### config.mk
export PLATFORM = sky130hd
export DESIGN_NAME = safe_bus_arbiter_nmr
export DESIGN_NICKNAME = d
export VERILOG_FILES = /design/src/rtl/safe_bus_arbiter_nmr.sv
export SDC_FILE = /design/constraint.sdc
export NUM_CORES = 1
export LEC_CHECK = 0
export BUFFER_PORTS_ARGS = -buffer_cell sky130_fd_sc_hd__buf_4
export CORE_AREA = 4 4 252 254
export CTS_CLUSTER_DIAMETER = 60
export CTS_CLUSTER_SIZE = 14
export DETAILED_ROUTE_END_ITERATION = 12
export DIE_AREA = 0 0 256 258
export PLACE_DENSITY = 0.52
export SLEW_MARGIN = 15
export SYNTH_ARGS = -nofsm -noshare
export SYNTH_HDL_FRONTEND = slang
export SYNTH_SLANG_ARGS = --single-unit
### constraint.sdc
create_clock -name clk_i -period 4.3 [get_ports clk_i]
set_input_delay 0.645 -clock clk_i [delete_from_list [all_inputs] [get_ports clk_i]]
set_output_delay 0.645 -clock clk_i [all_outputs]
set_load 0.005 [all_outputs]
### src/rtl/safe_bus_arbiter_nmr.sv
// -----------------------------------------------------------------------------
// safe_bus_arbiter_nmr
// Redundancy bus stage between an N-hart CPU cluster and the OBI fabric.
// One instance serves one channel (instruction or data). It routes hart ports
// in one of four run-time modes. INDEP passes every port straight through.
// SINGLE forwards only the master hart. DMR is SINGLE plus a lockstep compare
// against the next hart. TMR forwards a bitwise majority vote of harts 0..2.
// Outstanding transactions are drained before any mode change. Redundancy
// disagreements are reported through a pulse, a saturating counter and a
// sticky fatal flag.
//
// Ports
//   clk_i, rst_i    clock, synchronous active-high reset
//   core_req_i      hart-side OBI requests          [NHARTS]
//   core_resp_o     hart-side OBI responses         [NHARTS]
//   bus_req_o       fabric-side OBI requests        [NHARTS]
//   bus_resp_i      fabric-side OBI responses       [NHARTS]
//   mode_i          requested mode (0 INDEP, 1 SINGLE, 2 DMR, 3 TMR)
//   master_i        requested master hart
//   mode_req_i      single-cycle mode-change request
//   mode_ack_o      one-cycle pulse when the new mode is applied
//   mode_o          current mode
//   master_o        current master hart
//   mismatch_o      one-cycle pulse per detected disagreement
//   err_cnt_o       saturating mismatch count
//   fatal_o         sticky uncorrectable (DMR) mismatch
//   err_clr_i       clears err_cnt_o and fatal_o
// -----------------------------------------------------------------------------
package safe_bus_arbiter_nmr_pkg;
  typedef struct packed {
    logic        req;
    logic        we;
    logic [3:0]  be;
    logic [31:0] addr;
    logic [31:0] wdata;
  } obi_req_t;

  typedef struct packed {
    logic        gnt;
    logic        rvalid;
    logic [31:0] rdata;
  } obi_resp_t;
endpackage

module safe_bus_arbiter_nmr
  import safe_bus_arbiter_nmr_pkg::*;
#(
  parameter int         NHARTS          = 3,
  parameter int         MAX_OUTSTANDING = 4,
  parameter int         ERR_CNT_W       = 8,
  parameter logic [1:0] RESET_MODE      = 2'd0
) (
  input  logic                        clk_i,
  input  logic                        rst_i,
  input  obi_req_t                    core_req_i  [NHARTS],
  output obi_resp_t                   core_resp_o [NHARTS],
  output obi_req_t                    bus_req_o   [NHARTS],
  input  obi_resp_t                   bus_resp_i  [NHARTS],
  input  logic [1:0]                  mode_i,
  input  logic [$clog2(NHARTS)-1:0]   master_i,
  input  logic                        mode_req_i,
  output logic                        mode_ack_o,
  output logic [1:0]                  mode_o,
  output logic [$clog2(NHARTS)-1:0]   master_o,
  output logic                        mismatch_o,
  output logic [ERR_CNT_W-1:0]        err_cnt_o,
  output logic                        fatal_o,
  input  logic                        err_clr_i
);

  localparam int CW = $clog2(MAX_OUTSTANDING + 1);
  localparam int MW = $clog2(NHARTS);
  localparam int RW = $bits(obi_req_t);
  // Third voter index; folds onto hart 0 when there is no third hart so the
  // expression stays in range (TMR is demoted to DMR in that case anyway).
  localparam int H2 = (NHARTS > 2) ? 2 : 0;
  localparam logic [CW-1:0]        MAX_CNT = CW'(MAX_OUTSTANDING);
  localparam logic [ERR_CNT_W-1:0] ERR_MAX = '1;

  typedef enum logic [1:0] {
    MODE_INDEP  = 2'd0,
    MODE_SINGLE = 2'd1,
    MODE_DMR    = 2'd2,
    MODE_TMR    = 2'd3
  } mode_e;

  typedef enum logic [1:0] {
    ST_RUN    = 2'd0,
    ST_DRAIN  = 2'd1,
    ST_SWITCH = 2'd2
  } state_e;

  state_e         state_q;
  mode_e          mode_q, pendMode_q, effMode;
  logic [MW-1:0]  master_q, pendMaster_q, shadow;
  logic           modeAck_q;
  logic [CW-1:0]  outCnt_q [NHARTS];
  logic [CW-1:0]  outCnt_d [NHARTS];
  logic           allIdleNext;
  logic           running;
  logic [NHARTS-1:0] portOpen;
  obi_req_t       voted;
  logic [RW-1:0]  v0, v1, v2;
  logic           mismatchNow;
  logic           mismatch_q;
  logic [ERR_CNT_W-1:0] errCnt_q;
  logic           fatal_q;

  function automatic logic reqDiffers(input obi_req_t a, input obi_req_t b);
    logic d;
    d = (a.req != b.req);
    if (a.req && b.req)
      d = (a.we != b.we) || (a.be != b.be) || (a.addr != b.addr) || (a.wdata != b.wdata);
    return d;
  endfunction

  // Mode actually applied to the datapath: with fewer than three harts there
  // is nothing to vote over, so TMR falls back to a DMR compare.
  always_comb begin
    effMode = mode_q;
    if (mode_q == MODE_TMR && NHARTS < 3) effMode = MODE_DMR;
  end

  // The DMR shadow is the hart after the master, wrapping around.
  always_comb begin
    shadow = (int'(master_q) == NHARTS - 1) ? '0 : master_q + MW'(1);
  end

  // Bitwise majority over every request field of harts 0..2.
  always_comb begin
    v0 = core_req_i[0];
    v1 = core_req_i[1];
    v2 = core_req_i[H2];
    voted = obi_req_t'((v0 & v1) | (v0 & v2) | (v1 & v2));
  end

  // A port may accept a new request only while the FSM is running and it has
  // a free slot. A response retiring in this same cycle frees its slot, so a
  // full port can still take a new request alongside an rvalid.
  always_comb begin
    running = (state_q == ST_RUN);
    for (int i = 0; i < NHARTS; i++)
      portOpen[i] = running && ((outCnt_q[i] != MAX_CNT) || bus_resp_i[i].rvalid);
  end

  // Request/response routing. Responses always follow the current mode_q,
  // so a drain still delivers the old mode's responses. Grants seen by a hart
  // come from the fabric port that hart is routed to and are gated by the
  // same openness as that port's request.
  always_comb begin
    for (int i = 0; i < NHARTS; i++) begin
      bus_req_o[i]   = '0;
      core_resp_o[i] = bus_resp_i[i];
    end
    case (effMode)
      MODE_INDEP: begin
        for (int i = 0; i < NHARTS; i++) bus_req_o[i] = core_req_i[i];
      end
      MODE_TMR: begin
        bus_req_o[master_q] = voted;
        for (int i = 0; i < NHARTS; i++) core_resp_o[i] = bus_resp_i[master_q];
      end
      default: begin
        bus_req_o[master_q] = core_req_i[master_q];
        for (int i = 0; i < NHARTS; i++) core_resp_o[i] = bus_resp_i[master_q];
      end
    endcase
    for (int i = 0; i < NHARTS; i++) begin
      if (!portOpen[i]) bus_req_o[i].req = 1'b0;
      if (effMode == MODE_INDEP)
        core_resp_o[i].gnt = core_resp_o[i].gnt & portOpen[i];
      else
        core_resp_o[i].gnt = core_resp_o[i].gnt & portOpen[master_q];
    end
  end

  // Outstanding-transaction bookkeeping per fabric port. An accept and a
  // retire in the same cycle cancel; a stray rvalid at zero is ignored.
  always_comb begin
    allIdleNext = 1'b1;
    for (int i = 0; i < NHARTS; i++) begin
      outCnt_d[i] = outCnt_q[i];
      if (bus_req_o[i].req && bus_resp_i[i].gnt) begin
        if (!bus_resp_i[i].rvalid) outCnt_d[i] = outCnt_q[i] + CW'(1);
      end else if (bus_resp_i[i].rvalid && outCnt_q[i] != '0) begin
        outCnt_d[i] = outCnt_q[i] - CW'(1);
      end
      if (outCnt_d[i] != '0) allIdleNext = 1'b0;
    end
  end

  always_ff @(posedge clk_i) begin
    for (int i = 0; i < NHARTS; i++) begin
      if (rst_i) outCnt_q[i] <= '0;
      else       outCnt_q[i] <= outCnt_d[i];
    end
  end

  // Redundancy comparison, only while running in DMR or TMR.
  always_comb begin
    mismatchNow = 1'b0;
    if (running) begin
      case (effMode)
        MODE_DMR: mismatchNow = reqDiffers(core_req_i[master_q], core_req_i[shadow]);
        MODE_TMR: mismatchNow = reqDiffers(core_req_i[0], core_req_i[1]) ||
                                reqDiffers(core_req_i[0], core_req_i[H2]) ||
                                reqDiffers(core_req_i[1], core_req_i[H2]);
        default:  mismatchNow = 1'b0;
      endcase
    end
  end

  // Mode FSM. The drain ends on the edge where every counter's next value is
  // zero, so the switch happens the cycle after the last response retires.
  // An out-of-range master request is folded to hart 0.
  always_ff @(posedge clk_i) begin
    if (rst_i) begin
      state_q      <= ST_RUN;
      mode_q       <= mode_e'(RESET_MODE);
      master_q     <= '0;
      pendMode_q   <= mode_e'(RESET_MODE);
      pendMaster_q <= '0;
      modeAck_q    <= 1'b0;
    end else begin
      modeAck_q <= 1'b0;
      case (state_q)
        ST_RUN: begin
          if (mode_req_i) begin
            pendMode_q   <= mode_e'(mode_i);
            pendMaster_q <= (int'(master_i) < NHARTS) ? master_i : '0;
            state_q      <= ST_DRAIN;
          end
        end
        ST_DRAIN: begin
          if (allIdleNext) begin
            mode_q    <= pendMode_q;
            master_q  <= pendMaster_q;
            modeAck_q <= 1'b1;
            state_q   <= ST_SWITCH;
          end
        end
        default: state_q <= ST_RUN;
      endcase
    end
  end

  // Error reporting. A clear wins over a same-cycle increment or fatal set,
  // but the mismatch pulse itself is never suppressed. Only DMR is fatal,
  // since TMR corrects the disagreement by voting.
  always_ff @(posedge clk_i) begin
    if (rst_i) begin
      mismatch_q <= 1'b0;
      errCnt_q   <= '0;
      fatal_q    <= 1'b0;
    end else begin
      mismatch_q <= mismatchNow;
      if (err_clr_i) begin
        errCnt_q <= '0;
        fatal_q  <= 1'b0;
      end else if (mismatchNow) begin
        if (errCnt_q != ERR_MAX) errCnt_q <= errCnt_q + ERR_CNT_W'(1);
        if (effMode == MODE_DMR) fatal_q <= 1'b1;
      end
    end
  end

  assign mode_ack_o = modeAck_q;
  assign mode_o     = mode_q;
  assign master_o   = master_q;
  assign mismatch_o = mismatch_q;
  assign err_cnt_o  = errCnt_q;
  assign fatal_o    = fatal_q;

endmodule

; After elaboration in Yosys (flattened, before gate mapping)
; Memories as Yosys holds them, arrays and structs flattened.
; Index checks and enable logic that the tools add are counted.
[op_classes]
order_cmp = 5
mux = 57
n_eq_ne = 30
bitwise_logic = 19
reduce_logical = 46
add_sub_neg = 8
[ops]
columns = op, count
row1 = $and 210x210->210, 2
row2 = $pmux 210 s2, 1
row3 = $mux 70, 5
row4 = $bmux 70 s2, 2
row5 = $ne 32x32->1, 8
row6 = $and 70x70->70, 3
row7 = $demux 70 s2, 1
row8 = $or 70x70->70, 2
row9 = $mux 102, 1
row10 = $bmux 34 s2, 1
row11 = $mux 34, 2
row12 = $mux 3, 12
row13 = $mux 1, 25
row14 = $reduce_bool 3->1, 6
row15 = $logic_or 1x1->1, 17
row16 = $ne 4x4->1, 4
row17 = $logic_and 1x1->1, 14
row18 = $reduce_and 2->1, 5
row19 = $add 3x1->3 const B, 3
row20 = $ne 3x3->1 const B, 3
row21 = $sub 3x1->3 const B, 3
row22 = $add 8x1->8 const B, 1
row23 = $mux 2, 4
row24 = $ne 1x1->1, 8
row25 = 18 further kinds, 32
[totals]
word_cells = 175
mem_count = 1
mem_bits_rw = 9
out_inout_bits = 327
regBits = 21
input_bits = 320
[mem_list]
columns = memory, depth, width, read_ports, rd_clocked_by_memory_dff, wr, line_no
row1 = outCnt_q, 3, 3, 3, 0, 3, 97  ; logic [CW-1:0] outCnt_q [NHARTS];

; Longest topological paths before layout
[logic_depth]
word_depth = 16
depth_mapped = 18
mapped_depth_nobuf = 11

; Worst setup path before layout
; No wires, ideal clock.
[synth_path]
path_type = reg2reg
start = register master_q[0], in the netlist master_o[0]
end = register errCnt_q[3], in the netlist err_cnt_o[3]
synth_period_minus_slack_ns = 3.537
n_path_buf = 7
path_slack_ns = 0.763
t_arrival_ns = 3.420
required_ns = 4.184
path_stages_with_launch = 16
cell_sequence = dfxtp_1 -> buf_6 -> buf_2 -> buf_2 -> buf_2 -> buf_2 -> buf_2 -> buf_1 -> mux2i_1 -> o21ai_0 -> ha_1 -> o21ai_0 -> a221o_1 -> a21oi_2 -> a21oi_1 -> a31o_2
[synth_between]
elab_chain_len = 14
elab_cells_between_ends = 24
classes_between = add/sub: 1 / eq/ne: 6 / mux: 10 / bitwise: 2 / reduce/logical: 5
[synth_rtl]
columns = element, line_no
row1 = start: declaration, 95  ; logic [MW-1:0] master_q, pendMaster_q, shadow;
row2 = start signal: assignment, 237  ; master_q <= pendMaster_q;
row3 = branches (longest 10 deep; another with $add 2x1->2), -
row4 = $mux 1 (*), 112  ; if (a.req && b.req)
row5 = $pmux 1 s2 (*), 203  ; case (effMode)
row6 = $mux 1 (*), 202  ; if (running) begin
row7 = $reduce_and 2->1 (no source line) (*), -
row8 = end signal: assignment, 261  ; if (errCnt_q != ERR_MAX) errCnt_q <= errCnt_q + ERR_CNT_W'(1);
row9 = end: declaration, 106  ; logic [ERR_CNT_W-1:0] errCnt_q;
; Mark *: on every way between the ends. The select of a mux whose other input is x is not followed.
; A chain may end at the register's enable or synchronous reset.

; Worst setup path in the final report
[layout_path]
start = input port core_req_i[13] in the netlist's numbering
end = register errCnt_q[7], in the netlist err_cnt_o[7]
[layout_between]
elab_chain_len = 10
elab_cells_between_ends = 24
classes_between = eq/ne: 3 / mux: 15 / reduce/logical: 6
[layout_rtl]
columns = element, line_no
row1 = start: declaration, 55  ; input obi_req_t core_req_i [NHARTS],
row2 = branches (longest 7 deep; another with $bmux 70 s2), -
row3 = $pmux 1 s2 (*), 203
row4 = $mux 1 (*), 202
row5 = $reduce_and 2->1 (no source line) (*), -
; Marked as above.

==> metrics.cfg <==
[logic_synthesis]
syn_inst=2049
yosysMostFrequentCell=o21ai_0
synth_area_um2=14300
synth_seq_area_share_pct=4.19
synthArstFlopShare_pct=0
synth_cell_types=86
synth_top_cells_by_count=o21ai_0, ha_1, nand2_1
ys_ff_latch=30
synth_nets=2590
synth_top_flop_cell=dfxtp_1
synth_edf_count=0
synth_top_area_share_pct=19.3
avgSynthCellArea_um2=6.99
netlist.top_cell.by_area=ha_1
synth_warnings=0
yosys-top-cells-area=ha_1, o21ai_0, o22ai_1

[pwr]
leakagePower_nw=9.15
p_total_mw=3.73
sw_frac_of_total_pct=49.1
power.share.clock_pct=12.9
p_seq_share_pct=9.4
power_density_nw_per_um2=182
ir_worst_vdd_mv=0.150
p_int_mw=1.90
p_switching_mw=1.83
p_comb_share_pct=77.7

[critical_path]
max_stage_delay_ps=760
critPathTopFamily=simple AND/OR/NAND/NOR gates
timing.critical_path.buf_inv=3
cp_max_fo=10
critPathArrivalTime_ps=4320
endpoint_kind=flip-flop
cp-start-kind=input port
crit_chain=buf_4 > ha_1 > nor4_1 > nand4_1 > nor4_1 > buf_4 > nand3_1 > a22o_1 > o31ai_1 > buf_4 > a221o_1 > a21oi_2 > a31o_1 > a21oi_1
criticalPathCategory=input port to flip-flop
critical-path-slowest-cell=nor4_1
cpMostUsedCell=buf_4
required_ps=4510

[routing]
vias_per_cell=6.24
routed-via-count=21298
routed_wl_um=111000
drt_iter0_drc=2597
wl_met3_um=10300
wirelength_met1_um=44400
wl_met2_um=50400
ant_nets=0
drc=0
routed.top_layer=met5
wl_per_cell_um=32.4
drtPass1Iterations=7

[floorplanning]
rows=91
boundaryPins=647
chipHeight_um=258
dieArea_um2=66000
die_w_um=256
initial_utilization_pct=23.4
coreArea_um2=61300

[finish]
nFillCells=6730
syn_to_final_growth_pct=42.5
finalNonFillerCells=3413
layout-drive-gt1-share_pct=29.5
nets=3161

[timing]
fin_crit_sh_pct=95.6
layout_setup_ws_ps=190
finalSetupViolCount=0
fin_crit_ps=4110
fin_skew_ps=5.34
fmax_ghz=0.243
drv_slew=0
maxSlewHeadroom_pct=21.2
finalHoldViolCount=0
tightestPinTransition_ps=1170
setup-tns-final_ps=0
rsz0062_at_grt=false

[clock_tree]
post-cts-setup-buffers=0
clk_pin_slew_ps=50
clock_latency_ps=280
cts_sinks=30
cts-root-buf=clkbuf_16
numCtsBuffers=5
ctsHoldBuffers=0
post_cts_resized=0
cts_tree=built
cts_htree_levels=2
cts_max_path_buffers=2

[grt]
grt_pass1_wl_um=154000
grt_overflow=0
gr-usage-all-layers_pct=30.9
grt_max_degree=82
antenna_found_initial=7
grt_pass1_vias=20579

[placement]
globalplace.congestion=1.04
dp.cells=3403
dp_hpwl_um=89900
pre_cts_ws_ps=158
io_buffers=646

[min_path]
min_path_type=flip-flop to flip-flop

[job]
cap_violations=0

[outcome]
outcome=complete, no violations

## power groups by stage
stage | clock (mW) | sequential (mW) | combinational, mW
3_5_place_dp | 0 | 0.352 | 2.83
3_3_place_gp | 0 | 0.351 | 2.80
6_report | 0.481 | 0.349 | 2.90
4_1_cts | 0.490 | 0.348 | 2.85
2_1_floorplan | 0 | 0.344 | 1.24
5_1_grt | 0.501 | 0.353 | 3.06
## path summary, 6_finish.rpt
kind                  startpoint             to  slack (ps)  cells after the start
setup reg to reg     master_o[0]   err_cnt_o[6]         890                      9
hold / removal     pendMode_q[0]  pendMode_q[0]         460                      2
hold reg to reg    pendMode_q[0]  pendMode_q[0]         460                      2
setup / recovery  core_req_i[13]   err_cnt_o[7]         190                     14
## flip-flops by register name, summed over array words and instances, names as in the netlist
signal        flops
master_o          2
pendMode_q        2
mismatch_o        1
mode_o            2
pendMaster_q      2
mode_ack_o        1
fatal_o           1
err_cnt_o         8
state_q           2
outCnt_q          9
## cells by family (layout without fill, tap and decap cells)
family          after synthesis  count (layout)  synth area share, %
compound gates              864             864                 40.5
buf+inv                     267             839                 7.26
flops                        30              30                 4.19
mux                          71              71                 5.19
other cells                   0               2                    0
fa+ha+maj                   221             221                 19.3
xor+xnor                     66              66                 4.03
simple gates                530             530                 19.5
## cell type report
cell class	instances	area [µm²]	area share, %
multi-input combinational	1752	12700	62.3
timing repair buffer	713	5450	26.7
tap	790	988	4.84
sequential	30	608	2.98
inverter	118	443	2.17
clock buffer	6	139	0.680
clock inverter	2	60.1	0.294
antenna	2	5.00	0.0245
## metrics by stage
stage,util [%],hold slack [ps],cell area (µm²)
2_1_floorplan,-,436,14300
3_3_place_gp,33.0,447,20200
3_5_place_dp,33.0,449,20200
4_1_cts,33.3,456,20400
5_1_grt,33.3,500,20400
6_report,33.3,457,20400
## layout by cell type (no fill, tap or decap), types with 6 or more instances in the layout
cell       Yosys  routed
o21ai_0      259     259
a2111oi_0     15      15
mux2_2        13      13
nor4_1        75      75
nand2_1      196     192
nor3_1        11      11
a221o_1       26      26
o221ai_1      46      46
ha_1         221     221
or3_1          6       6
mux2i_1       56      56
inv_1        116     116
o211ai_1       6       6
nor2_1        45      40
buf_12         0       8
nor2b_1       91      91
o2111ai_1     11      11
a31oi_1        9       9
xor2_1        28      28
nand2b_1      19      19
o22ai_1      144     144
o41ai_1       70      70
a21oi_1       93      93
buf_4          2     705
o2bb2ai_1      6       6
xnor2_1       38      38
nand4_1       27      27
a222oi_1      10      10
a22oi_1      114     114
dfxtp_1       30      28
nand3_1       19      19
## tightest hold or removal path: stages (launching register included)
cell and delay (ps):
dfxtp_1 310, nand2_1 50, a21oi_1 50
## routing by layer
layer,vias up,track usage (%)
met5,-,0
met4,6,12.5
met3,267,5.98
met2,1438,50.7
met1,10355,40.0
li1,9232,-
Power figures use the tool's default switching activity.
